**config.mk**
```make
export PLATFORM = sky130hd
export DESIGN_NAME = tlul_sram_bridge
export DESIGN_NICKNAME = d
export VERILOG_FILES = /design/src/rtl/tlul_pkg.sv /design/src/rtl/tlul_fifo_sync.sv /design/src/rtl/tlul_sram_bridge.sv
export SDC_FILE = /design/constraint.sdc
export NUM_CORES = 1
export LEC_CHECK = 0
export BUFFER_PORTS_ARGS = -buffer_cell sky130_fd_sc_hd__buf_2
export CORE_MARGIN = 3
export CORE_UTILIZATION = 43
export DETAILED_ROUTE_END_ITERATION = 12
export PLACE_DENSITY_LB_ADDON = 0.2
export SLEW_MARGIN = 20
export SYNTH_ARGS = -nofsm -noshare
export SYNTH_HDL_FRONTEND = slang
export SYNTH_SLANG_ARGS = --single-unit
```
**constraint.sdc**
```tcl
create_clock -name clk_i -period 2.8 [get_ports clk_i]
set_input_delay 0.14 -clock clk_i [delete_from_list [all_inputs] [get_ports clk_i]]
set_output_delay 0.14 -clock clk_i [all_outputs]
set_load 0.01 [all_outputs]
```
**src/rtl/tlul_pkg.sv**
```systemverilog
// TL-UL bus types shared by host and device adapters, plus the response-buffer
// entry used by SRAM-style devices.
package tlul_pkg;
  localparam int TL_AW  = 32;
  localparam int TL_DW  = 32;
  localparam int TL_AIW = 8;
  localparam int TL_DIW = 1;
  localparam int TL_SZW = 2;
  localparam int TL_DBW = TL_DW / 8;
  localparam int TL_DUW = 1;

  typedef enum logic [2:0] {
    PutFullData    = 3'h0,
    PutPartialData = 3'h1,
    Get            = 3'h4
  } tl_a_op_e;

  typedef enum logic [2:0] {
    AccessAck     = 3'h0,
    AccessAckData = 3'h1
  } tl_d_op_e;

  typedef struct packed {
    logic              a_valid;
    tl_a_op_e          a_opcode;
    logic [2:0]        a_param;
    logic [TL_SZW-1:0] a_size;
    logic [TL_AIW-1:0] a_source;
    logic [TL_AW-1:0]  a_address;
    logic [TL_DBW-1:0] a_mask;
    logic [TL_DW-1:0]  a_data;
    logic              d_ready;
  } tl_h2d_t;

  typedef struct packed {
    logic              d_valid;
    tl_d_op_e          d_opcode;
    logic [2:0]        d_param;
    logic [TL_SZW-1:0] d_size;
    logic [TL_AIW-1:0] d_source;
    logic [TL_DIW-1:0] d_sink;
    logic [TL_DW-1:0]  d_data;
    logic [TL_DUW-1:0] d_user;
    logic              d_error;
    logic              a_ready;
  } tl_d2h_t;

  typedef struct packed {
    tl_d_op_e          opcode;
    logic [TL_AIW-1:0] source;
    logic [TL_SZW-1:0] size;
    logic              error;
    logic [TL_DW-1:0]  data;
  } tl_sram_rsp_t;
endpackage

```
**src/rtl/tlul_fifo_sync.sv**
```systemverilog
// Synchronous FIFO of arbitrary packed type; pointers wrap modulo Depth.
module tlul_fifo_sync #(
  parameter int  Depth = 2,
  parameter type T     = logic [31:0],
  localparam int CntW  = $clog2(Depth + 1)
) (
  input  logic            clk_i,
  input  logic            rst_i,
  input  logic            wvalid_i,
  input  T                wdata_i,
  input  logic            rready_i,
  output logic            rvalid_o,
  output T                rdata_o,
  output logic [CntW-1:0] count_o
);
  localparam int PtrW = (Depth > 1) ? $clog2(Depth) : 1;

  T                mem_q [2**PtrW];
  logic [PtrW-1:0] wptr_q, rptr_q;
  logic [CntW-1:0] count_q;
  logic            push, pop;

  function automatic logic [PtrW-1:0] ptr_inc(input logic [PtrW-1:0] p);
    return (p == PtrW'(Depth - 1)) ? '0 : p + 1'b1;
  endfunction

  assign push     = wvalid_i && (count_q != CntW'(Depth));
  assign pop      = rready_i && (count_q != '0);
  assign rvalid_o = (count_q != '0);
  assign rdata_o  = mem_q[rptr_q];
  assign count_o  = count_q;

  always_ff @(posedge clk_i or posedge rst_i) begin
    if (rst_i) begin
      wptr_q  <= '0;
      rptr_q  <= '0;
      count_q <= '0;
    end else begin
      if (push) wptr_q <= ptr_inc(wptr_q);
      if (pop)  rptr_q <= ptr_inc(rptr_q);
      if (push && !pop)      count_q <= count_q + 1'b1;
      else if (pop && !push) count_q <= count_q - 1'b1;
    end
  end

  // Storage needs no reset: entries are only observed once counted valid.
  always_ff @(posedge clk_i) begin
    if (push) mem_q[wptr_q] <= wdata_i;
  end
endmodule

```
**src/rtl/tlul_sram_bridge.sv**
```systemverilog
// TL-UL device adapter for a one-cycle-latency single-port SRAM with an
// in-order response buffer of Outstanding entries.
module tlul_sram_bridge import tlul_pkg::*; #(
  parameter int SramAw      = 10,
  parameter int Outstanding = 2
) (
  input  logic              clk_i,
  input  logic              rst_i,
  input  tl_h2d_t           tl_i,
  output tl_d2h_t           tl_o,
  output logic              req_o,
  output logic              we_o,
  output logic [SramAw-1:0] addr_o,
  output logic [31:0]       wdata_o,
  output logic [31:0]       wmask_o,
  input  logic [31:0]       rdata_i
);
  localparam int CntW = $clog2(Outstanding + 1);

  logic [CntW-1:0]   fifo_cnt;
  logic [CntW:0]     occ;
  logic              a_ready, accept, is_get, is_put, err;
  logic              inflight_q, err_q, rd_q;
  tl_d_op_e          op_q;
  logic [TL_AIW-1:0] src_q;
  logic [TL_SZW-1:0] size_q;
  tl_sram_rsp_t      push_ent, head;
  logic              d_valid;
  logic [31:0]       mask_bits;
  logic              unused_param;

  assign unused_param = ^tl_i.a_param;

  // Occupancy counts the access in flight so a full buffer is never overrun.
  assign occ     = {1'b0, fifo_cnt} + (CntW + 1)'(inflight_q);
  assign a_ready = !rst_i && (occ < (CntW + 1)'(Outstanding));
  assign accept  = tl_i.a_valid && a_ready;

  assign is_get = (tl_i.a_opcode == Get);
  assign is_put = (tl_i.a_opcode == PutFullData) || (tl_i.a_opcode == PutPartialData);
  assign err    = !(is_get || is_put)
               || (tl_i.a_address[1:0] != 2'b00)
               || (tl_i.a_address[TL_AW-1:SramAw+2] != '0)
               || (tl_i.a_size > 2'd2)
               || ((tl_i.a_opcode == PutFullData) && (tl_i.a_mask != 4'hF));

  for (genvar b = 0; b < 4; b++) begin : g_mask
    assign mask_bits[8*b +: 8] = {8{tl_i.a_mask[b]}};
  end

  assign req_o   = accept && !err;
  assign we_o    = req_o && is_put;
  assign addr_o  = req_o ? tl_i.a_address[SramAw+1:2] : '0;
  assign wdata_o = we_o ? tl_i.a_data : '0;
  assign wmask_o = we_o ? mask_bits : '0;

  always_ff @(posedge clk_i or posedge rst_i) begin
    if (rst_i) begin
      inflight_q <= 1'b0;
      op_q       <= AccessAck;
      src_q      <= '0;
      size_q     <= '0;
      err_q      <= 1'b0;
      rd_q       <= 1'b0;
    end else begin
      inflight_q <= accept;
      if (accept) begin
        if (is_get) op_q <= AccessAckData;
        else        op_q <= AccessAck;
        src_q  <= tl_i.a_source;
        size_q <= tl_i.a_size;
        err_q  <= err;
        rd_q   <= is_get;
      end
    end
  end

  always_comb begin
    push_ent        = '0;
    push_ent.opcode = op_q;
    push_ent.source = src_q;
    push_ent.size   = size_q;
    push_ent.error  = err_q;
    push_ent.data   = (rd_q && !err_q) ? rdata_i : '0;
  end

  logic fifo_rvalid;

  tlul_fifo_sync #(
    .Depth (Outstanding),
    .T     (tl_sram_rsp_t)
  ) u_rsp_fifo (
    .clk_i    (clk_i),
    .rst_i    (rst_i),
    .wvalid_i (inflight_q),
    .wdata_i  (push_ent),
    .rready_i (d_valid && tl_i.d_ready),
    .rvalid_o (fifo_rvalid),
    .rdata_o  (head),
    .count_o  (fifo_cnt)
  );

  assign d_valid = fifo_rvalid && !rst_i;

  always_comb begin
    tl_o         = '0;
    tl_o.a_ready = a_ready;
    tl_o.d_valid = d_valid;
    if (d_valid) begin
      tl_o.d_opcode = head.opcode;
      tl_o.d_source = head.source;
      tl_o.d_size   = head.size;
      tl_o.d_error  = head.error;
      tl_o.d_data   = head.data;
    end
  end
endmodule

```
==> metrics.txt, run 1 <==
Worst-Margin Slew=0.647 ns; placed inst area=6510 sq um; Synth Register Bits=105; Skew-Pair Late Insertion Delay=0.34 ns; WHS=0.0281 ns; most frequent cells in the layout=buf_2, edfxtp_1, nor2_1; YS warnings=0; relative max-transition margin=56.8%; Max Cap Viol=0; Total Negative Setup Slacks=0 ns; DIE WIDTH=118 microns; CTS Root Cell=clkbuf_16; Residual DRC=0; WP data arrival=2.40 ns; CP peak stage delay=0.48 ns; syn_area_per_cell=12.2 sq um; leakage power=3.04 nW; worst hold path class=input port to register; Post-Syn Area=5360 sq um; worst r2r src=u_rsp_fifo.count_o[1]; CTS tree=done; crit share post-route=90.8%; setup violators final=0; RSZ-0062 raised after global routing=false; Initial Utilization=44.2%; placer congestion estimate=0.858; layout cells sized above 1=48.1%; Vias/cell=4.87; Post-CTS Resized=0; Worst setup startpoint=u_rsp_fifo.count_o[0]; pwr dens=674 nW/um^2; drt first pass iters=4; CTS sink count=105; First DRT Iteration DRCs=227; dpl hpwl=9.26 mm; initial antenna violation count=0; Nets=763; largest net degree at the start of global routing=48; total grt overflow=0; I/O pins=249; CTS max path bufs=2; CP cell instances=a211oi_4 > nand3_2 > buf_4 > nor4_1 > buf_4 > buf_2; Distinct cells, synth=35; vias in the first global route=4025; Layout area overhead=26.9%; HP Start=tl_i[73]; slowest CP cell=dfrtp_1; antenna viol nets, final=0; final instance area=6800 sq um; post-synthesis instance total=439; final hold vios=0; row cnt=40; commonest non-fill, non-tap cell in the layout=buf_2; critical path class=register to primary output; number of fill cells=1065; H-tree levels=3; max-slew violations=0; global-route wire length before repair=20.3 mm; Final Non-Filler Cells=815; Synth Flop Type=edfxtp_1; diode count=0; CP Capture Type=primary output; status=completed; Setup Skew=0.00276 ns; I/O Buffers=238; Critical Path Most Common Cell=buf_4; peak supply drop=0.288 mV; Critical Path Source Type=register; routed via count=3966; Crit path required time=2.66 ns; Die Area=13800 sq um; Worst Path Max Fanout=47; share of flip-flops with an asynchronous set or reset=16.2%; Core Box Area=12100 sq um; Max Clk Rate=393 MHz; Worst-path clk slew=0.06 ns; routed wire length=12.8 mm; Tot Pwr=4.58 mW; EDFF count, synth=88; post-route minimum period=2.54 ns; Global Route Usage Sum=18.6%; Num CTS Buffers=9; Die Y=118 microns; average wire per standard cell=15.7 microns; Seq/Total Area, Yosys=57.3%; dpl cells=798
## state kept, by name (all words and copies together), names as in the netlist
| signal | count |
|---|---|
| u_rsp_fifo.mem_q | 88 |
| u_rsp_fifo.count_o | 2 |
| rd_q | 1 |
| size_q | 2 |
| u_rsp_fifo.wptr_q | 1 |
| src_q | 8 |
| err_q | 1 |
| u_rsp_fifo.rptr_q | 1 |
| inflight_q | 1 |
## timing repair
action / 4_1_cts / 5_1_grt
endpoints found under the hold margin: 17 / 0
setup buffers: 0 / 0
hold buffers: 1 / 0
endpoints found under the setup margin: 0 / 0
## metal layers
layer | track usage (%) | part of all wire, % | up-vias
met2 | 34.0 | 53 | 163
met3 | 4.66 | 6.9 | 19
met4 | 8.86 | 2.8 | 0
met5 | 0 | 0 | -
li1 | - | - | 1926
met1 | 20.1 | 38 | 1858
## cells by family after synthesis
family	count (synthesis)	share of synthesized area (%)
other cells	1	0.0700
buf+inv	85	9.93
compound gates	9	1.57
fa+ha+maj	1	0.234
simple gates	178	19.6
xor+xnor	5	0.818
mux	55	10.5
flops	105	57.3
## through the flow
| stage | utilization (%) | setup slack [ns] |
|---|---|---|
| 6_report | 56.1 | 0.258 |
| 3_5_place_dp | 53.8 | 0.626 |
| 4_1_cts | 56.1 | 0.243 |
| 3_3_place_gp | 53.7 | 0.670 |
| 5_1_grt | 56.1 | 0.114 |
| 2_1_floorplan | - | -0.180 |
## worst max-delay path: cells and delay by family (launching register included)
family	cells	cell delay (ns)
compound gates	1	0.41
flops	1	0.48
simple gates	2	0.50
buf+inv	3	0.66
## power by group
part / switching, mW / total [mW] / internal [mW]
logic: 0.679 / 1.27 / 0.594
clock network: 0.507 / 1.15 / 0.647
registers: 0.176 / 2.15 / 1.98
## cell usage after synthesis, drive strengths merged (4+ instances only)
cell | instances | area share [%]
edfxtp | 88 | 49
buf | 55 | 7.8
nor4 | 52 | 8.8
nor2 | 48 | 3.4
mux2i | 44 | 8.2
nand2 | 38 | 2.7
and2 | 32 | 3.7
dfrtp | 17 | 7.9
inv | 16 | 1.1
clkbuf | 14 | 0.98
mux2 | 11 | 2.3
xnor2 | 4 | 0.65
## layout make-up
cell class | instances | area (sq um) | share of cell area [%]
Tap cell | 168 | 210 | 3.09
Sequential cell | 105 | 3070 | 45.1
Inverter | 16 | 60.1 | 0.883
Timing Repair Buffer | 255 | 1360 | 20.0
Clock buffer | 13 | 260 | 3.83
Clock inverter | 3 | 15.0 | 0.221
Multi-Input combinational cell | 255 | 1820 | 26.8
## final timing paths
kind / to / slack [ns] / depth (start not counted)
setup / recovery: wmask_o[22] / 0.26 / 6
hold / removal: src_q[4] / 0.03 / 2
setup reg to reg: u_rsp_fifo.mem_q[0][4] / 0.97 / 5
hold reg to reg: u_rsp_fifo.mem_q[0][35] / 0.46 / 0
max in group asynchronous: u_rsp_fifo.rptr_q / 2.16 / 4
min in group asynchronous: u_rsp_fifo.wptr_q / 0.41 / 4
Note: power is estimated with default switching activity, not from simulation.
==> run 2, diff against run 1 <==
--- a/config.mk
+++ b/config.mk
@@ -5,9 +5,9 @@
 export SDC_FILE = /design/constraint.sdc
 export NUM_CORES = 1
 export LEC_CHECK = 0
-export BUFFER_PORTS_ARGS = -buffer_cell sky130_fd_sc_hd__buf_2
+export BUFFER_PORTS_ARGS = -buffer_cell sky130_fd_sc_hd__clkbuf_2
 export CORE_MARGIN = 3
-export CORE_UTILIZATION = 43
+export CORE_UTILIZATION = 51
 export DETAILED_ROUTE_END_ITERATION = 12
 export PLACE_DENSITY_LB_ADDON = 0.2
 export SLEW_MARGIN = 20
==> constraint.sdc (replaced) <==
create_clock -name clk_i -period 3.1 [get_ports clk_i]
set_input_delay 0.155 -clock clk_i [delete_from_list [all_inputs] [get_ports clk_i]]
set_output_delay 0.155 -clock clk_i [all_outputs]
set_load 0.01 [all_outputs]
==> run 2 against run 1 <==
Wire length shrank 3.5%. Critical endpoint is now wmask_o[23]. Final cell count shrank 4.2%. Total power is 14% lower. Final area is 1.7% lower. Combinational power fell by 13%. Clock power fell by 24%. Largest power group unchanged.
==> metrics.txt, run 2 (same netlist as run 1, synthesis figures left out) <==
final instance area=6680 sq um (was 6800 sq um); CTS tree=done (unchanged); peak supply drop=0.291 mV (was 0.288 mV); crit share post-route=80.9%; H-tree levels=3 (unchanged); Final Non-Filler Cells=781 (was 815); CTS sink count=105 (unchanged); placer congestion estimate=0.818 (was 0.858); drt first pass iters=4 (unchanged); DP Worst Slack=0.660 ns (was 0.626 ns); WHS=0.0228 ns (was 0.0281 ns); setup violators final=0 (unchanged); Reg with most FFs=u_rsp_fifo.mem_q (unchanged); global-route wire length before repair=19.1 mm (was 20.3 mm); Layout area overhead=24.7% (was 26.9%); Skew-Pair Late Insertion Delay=0.36 ns (was 0.34 ns); dpl hpwl=9.40 mm (was 9.26 mm); Max Cap Viol=0 (unchanged); Die Y=108 microns (was 118 microns); Top Registers=u_rsp_fifo.mem_q x88, src_q x8 (unchanged); Max Clk Rate=399 MHz; DIE WIDTH=108 microns (was 118 microns); leakage power=2.94 nW (was 3.04 nW); layout cells sized above 1=48.3% (was 48.1%); total grt overflow=0 (unchanged); Worst Slack Setup Final=0.593 ns (was 0.258 ns); commonest non-fill, non-tap cell in the layout=clkbuf_2 (was buf_2); Tot Pwr=3.95 mW (was 4.58 mW); I/O Buffers=238 (unchanged); CTS max path bufs=2 (unchanged); Worst-Margin Slew=0.850 ns (was 0.647 ns); Worst-path clk slew=0.09 ns (was 0.06 ns); I/O pins=249 (unchanged); routed wire length=12.4 mm (was 12.8 mm); Vias/cell=5.04 (was 4.87); worst r2r src=u_rsp_fifo.count_o[1] (unchanged); average wire per standard cell=15.8 microns (was 15.7 microns); Total Negative Setup Slacks=0 ns (unchanged); hold buffers post-CTS=2 (was 1); Residual DRC=0 (unchanged); Post-CTS Resized=0 (unchanged); RSZ-0062 raised after global routing=false (unchanged); Core Box Area=10000 sq um (was 12100 sq um); Num CTS Buffers=9 (unchanged); critical path class=register to primary output (unchanged); Crit path required time=2.94 ns (was 2.66 ns); most frequent cells in the layout=clkbuf_2, edfxtp_1, nor2_1 (was buf_2, edfxtp_1, nor2_1); initial antenna violation count=0 (unchanged); WP data arrival=2.35 ns (was 2.40 ns); routed via count=3935 (was 3966); First DRT Iteration DRCs=174 (was 227); Die Area=11800 sq um (was 13800 sq um); Critical Path Source Type=register (unchanged); Setup Skew=0.00856 ns (was 0.00276 ns); final hold vios=0 (unchanged); Nets=764 (was 763); relative max-transition margin=42.7% (was 56.8%); antenna viol nets, final=0 (unchanged); Initial Utilization=53.6% (was 44.2%); HP Start=tl_i[76] (was tl_i[73]); dpl cells=763 (was 798); Largest register FFs=88 (unchanged); diode count=0 (unchanged); row cnt=36 (was 40); pwr dens=591 nW/um^2 (was 674 nW/um^2); worst hold path class=input port to register (unchanged); Global Route Usage Sum=21.1% (was 18.6%); status=completed (unchanged); largest net degree at the start of global routing=49 (was 48); Worst Path Max Fanout=16 (was 47); placed inst area=6440 sq um (was 6510 sq um); postcts setup bufs=0 (unchanged); max-slew violations=0 (unchanged); CP Capture Type=primary output (unchanged); CTS Root Cell=clkbuf_8 (was clkbuf_16); Worst setup startpoint=u_rsp_fifo.count_o[0] (unchanged); Layout Utilization=66.8% (was 56.1%); post-route minimum period=2.51 ns; vias in the first global route=3911 (was 4025)
## run 2: changes by cell type in the layout (fill, tap and decap cells not counted), moves of 2 or more
| cell | before | now |
|---|---|---|
| buf_2 | 238 | 0 |
| clkbuf_8 | 2 | 10 |
| clkbuf_2 | 0 | 238 |
| buf_4 | 13 | 15 |
| buf_12 | 3 | 1 |
| clkbuf_16 | 9 | 1 |
## run 2: final cells by class
cell class / count / area, sq um
multi-input cells: 255 / 1830
well taps: 133 / 166
inverters: 16 / 60.1
flip-flops and latches: 105 / 3070
repair buffers: 256 / 1340
clock inverters: 4 / 48.8
fillers: 804 / 3320
clock buffers: 12 / 166
## run 2: metal layers
layer  global-route usage, %  vias to the layer above  routed length (microns)
met1                    23.7                     1841                     4450
met3                    4.00                       20                      785
met4                    9.47                        0                      330
met5                       0                        -                        0
met2                    38.7                      152                     6810
li1                        -                     1922                        -
## run 2: critical path, stage by stage (launching register included)
cell      delay [ns]
dfrtp_1         0.49
a211oi_4        0.37
nand3_2         0.16
buf_4           0.23
nor4_1          0.38
buf_4           0.22
clkbuf_2        0.14
## run 2: final timing paths
path	cells past startpoint	slack (ns)	end
worst max-delay path	6	0.59	wmask_o[23]
worst min-delay path	2	0.02	src_q[7]
worst max register to register	7	1.06	u_rsp_fifo.count_o[1]
worst min register to register	0	0.47	u_rsp_fifo.mem_q[1][42]
max in group asynchronous	4	2.43	u_rsp_fifo.rptr_q
min in group asynchronous	4	0.47	u_rsp_fifo.rptr_q
## run 2: where the power goes
part           leakage [nW]  internal [mW]  switching (mW)
sequential            0.997           1.78           0.183
clock                 0.111          0.443           0.431
combinational          1.84          0.525           0.583
==> run 3, diff against run 2 <==
--- a/config.mk
+++ b/config.mk
@@ -5,9 +5,10 @@
 export SDC_FILE = /design/constraint.sdc
 export NUM_CORES = 1
 export LEC_CHECK = 0
+export ABC_AREA = 1
 export BUFFER_PORTS_ARGS = -buffer_cell sky130_fd_sc_hd__clkbuf_2
 export CORE_MARGIN = 3
-export CORE_UTILIZATION = 51
+export CORE_UTILIZATION = 43
 export DETAILED_ROUTE_END_ITERATION = 12
 export PLACE_DENSITY_LB_ADDON = 0.2
 export SLEW_MARGIN = 20
==> constraint.sdc (replaced) <==
create_clock -name clk_i -period 2.1 [get_ports clk_i]
set_input_delay 0.105 -clock clk_i [delete_from_list [all_inputs] [get_ports clk_i]]
set_output_delay 0.105 -clock clk_i [all_outputs]
set_load 0.01 [all_outputs]
==> run 3 against run 2 <==
Worst setup slack lost 0.47 ns. Area after synthesis grew 0.47%. Combinational power grew 77%. First-iteration DRC count grew 15%. Final area grew 4.6%. Critical path type unchanged. Critical endpoint is now wdata_o[8]. Highest routed layer unchanged.
==> metrics.txt, run 3 <==
Max Cap Viol=0 (unchanged); max-slew violations=0 (unchanged); post-route minimum period=1.98 ns; top cells by area, synth=edfxtp_1, nand2_1, inv_1, dfrtp_1, nor2_1 (was edfxtp_1, mux2i_1, dfrtp_1, buf_4, nor4_2); Seq/Total Area, Yosys=57.0% (was 57.3%); Num CTS Buffers=9 (unchanged); worst hold path class=input port to register (unchanged); CTS sink count=105 (unchanged); largest net degree at the start of global routing=46 (was 49); Global Route Usage Sum=18.5% (was 21.1%); DP Worst Slack=0.358 ns (was 0.660 ns); crit share post-route=94.1%; pwr dens=900 nW/um^2 (was 591 nW/um^2); Flop pwr share=43.8% (was 49.8%); Residual DRC=0 (unchanged); share of the synthesized area in the top cell type=49.1% (was 49.3%); most frequent cells in the layout=nand2_1, clkbuf_2, inv_1 (was clkbuf_2, edfxtp_1, nor2_1); most common cell in the netlist=nand2_1 (was edfxtp_1); Die Y=118 microns (was 108 microns); Net Sw Frac=33.5% (was 30.3%); routed wire length=12.8 mm (was 12.4 mm); Layout Utilization=57.7% (was 66.8%); average wire per standard cell=12.3 microns (was 15.8 microns); relative max-transition margin=60.0% (was 42.7%); Crit path required time=2.00 ns (was 2.94 ns); placer congestion estimate=0.864 (was 0.818); Top Registers=u_rsp_fifo.mem_q x88, src_q x8 (unchanged); initial antenna violation count=0 (unchanged); Max Clk Rate=506 MHz; WP data arrival=1.87 ns (was 2.35 ns); drt first pass iters=4 (unchanged); peak supply drop=0.459 mV (was 0.291 mV); I/O Buffers=238 (unchanged); CTS max path bufs=2 (unchanged); number of fill cells=1142 (was 804); vias in the first global route=4380 (was 3911); Die Area=13900 sq um (was 11800 sq um); Total Negative Setup Slacks=0 ns (unchanged); I/O pins=249 (unchanged); combinational power share=31.2% (was 28.1%); setup violators final=0 (unchanged); syn_area_per_cell=8.35 sq um (was 12.2 sq um); CTS Root Cell=clkbuf_16 (was clkbuf_8); routed via count=4434 (was 3935); row cnt=40 (was 36); H-tree levels=3 (unchanged); CP Capture Type=primary output (unchanged); Initial Utilization=44.4% (was 53.6%); share of flip-flops with an asynchronous set or reset=16.2% (unchanged); RSZ-0062 raised after global routing=true (was false); DIE WIDTH=118 microns (was 108 microns); Setup Skew=0.00563 ns (was 0.00856 ns); Sw Pwr=2.11 mW (was 1.20 mW); top cells by count, synth=nand2_1, inv_1, edfxtp_1 (was edfxtp_1, nor2_1, mux2i_1); Yosys top cell by area=edfxtp_1 (unchanged); YS warnings=0 (unchanged); Clock power frac=25.0% (was 22.2%); Worst-path clk slew=0.06 ns (was 0.09 ns); Nets=986 (was 764); EDFF count, synth=88 (unchanged); Worst Path Max Fanout=26 (was 16); Critical Path Source Type=register (unchanged); Skew-Pair Late Insertion Delay=0.34 ns (was 0.36 ns); Worst Slack Setup Final=0.124 ns (was 0.593 ns); global-route wire length before repair=20.8 mm (was 19.1 mm); cell internal pwr=4.18 mW (was 2.75 mW); Distinct cells, synth=24 (was 35); diode count=0 (unchanged); Reg with most FFs=u_rsp_fifo.mem_q (unchanged); Worst-Margin Slew=0.599 ns (was 0.850 ns); status=completed (unchanged); Synth Flop Type=edfxtp_1 (unchanged); post-synthesis instance total=644 (was 439); antenna viol nets, final=0 (unchanged); critical path class=register to primary output (unchanged); Core Box Area=12100 sq um (was 10000 sq um); Synth Register Bits=105 (unchanged); leakage power=4.07 nW (was 2.94 nW); Vias/cell=4.27 (was 5.04); final hold vios=0 (unchanged); First DRT Iteration DRCs=200 (was 174); Largest register FFs=88 (unchanged); commonest non-fill, non-tap cell in the layout=nand2_1 (was clkbuf_2); layout cells sized above 1=35.1% (was 48.3%); Post-Syn Area=5380 sq um (was 5360 sq um); dpl hpwl=9.30 mm (was 9.40 mm); CTS tree=done (unchanged); total grt overflow=0 (unchanged); Layout area overhead=29.9% (was 24.7%)
==> run 3: changes by cell type after synthesis, moves of 3 or more <==
cell,before,now
and2_1,32,0
buf_4,40,37
buf_6,7,3
inv_1,16,137
mux2_2,11,0
mux2i_1,44,0
nand2_1,38,224
nor2_1,48,80
nor2_2,0,20
nor4_1,29,0
nor4_2,23,0
xnor2_1,4,1
==> run 3: metrics by stage <==
step                cell area (sq um)  power, mW  hold slack (ns)  instances
global placement                 6540       4.72            0.240       1009
finish                           6990       6.29           0.0577       1038
detailed placement               6540       4.78            0.248       1009
floorplan                        5410       4.01           0.0311        650
global route                     6990       6.74           0.0579       1038
CTS                              6940       6.38           0.0487       1036
==> run 3: critical path: stages, from the launching register on <==
cell and delay [ns]:
dfrtp_1 0.38, nor2_1 0.12, nand2_2 0.08, nor2_4 0.10, nand2_2 0.07, nor2_4 0.16
nand3_4 0.15, buf_12 0.21, nor2_2 0.11, buf_2 0.14
==> run 3: repair_timing <==
action / 4_1_cts / 5_1_grt
buffers inserted: 0 / 1
gates cloned: 0 / 1
hold endpoints to repair: 27 / 0
hold buffers: 11 / 0
setup endpoints to repair: 15 / 59
gates resized for setup: 1 / 29
==> run 3: power groups by stage <==
stage | clock (mW) | combinational, mW | sequential, mW
floorplan | 0 | 1.26 | 2.75
detailed placement | 0 | 1.98 | 2.80
global route | 1.70 | 2.25 | 2.79
global placement | 0 | 1.94 | 2.77
finish | 1.57 | 1.96 | 2.75
CTS | 1.62 | 2.00 | 2.76
==> run 3: kinds of logic after synthesis <==
kind of cell | synth area share [%]
DFF | 57.0
other | 0.0697
and+or+nand+nor | 24.6
adders and majority gates | 0.233
xor gates and xnor gates | 0.488
buffers and inverters | 17.0
AOI/OAI and AO/OA | 0.628
==> run 3: final timing paths <==
path / cells after the start / end / slack, ns / startpoint
setup reg to reg: 8 / u_rsp_fifo.count_o[1] / 0.44 / u_rsp_fifo.count_o[1]
hold reg to reg: 0 / u_rsp_fifo.mem_q[0][42] / 0.48 / src_q[7]
min in group asynchronous: 3 / u_rsp_fifo.count_o[1] / 0.42 / rst_i
hold / removal: 3 / u_rsp_fifo.rptr_q / 0.06 / tl_i[0]
max in group asynchronous: 3 / src_q[5] / 1.29 / rst_i
setup / recovery: 9 / wdata_o[8] / 0.12 / u_rsp_fifo.count_o[1]
==> run 3: layout make-up <==
type	count	area (sq um)	share of cell area [%]
clock inverters	4	25.0	0.358
repair buffers	262	1420	20.4
clock buffers	12	258	3.69
inverters	139	522	7.47
well taps	168	210	3.01
flip-flops and latches	105	3070	43.9
multi-input cells	348	1480	21.2
==> run 3: routing by layer <==
metal | track usage [%] | vias to the layer above | wire, microns
li1 | - | 2289 | -
met1 | 20.9 | 1970 | 4980
met2 | 33.7 | 157 | 6710
met3 | 4.76 | 18 | 845
met4 | 6.37 | 0 | 259
met5 | 0 | - | 0
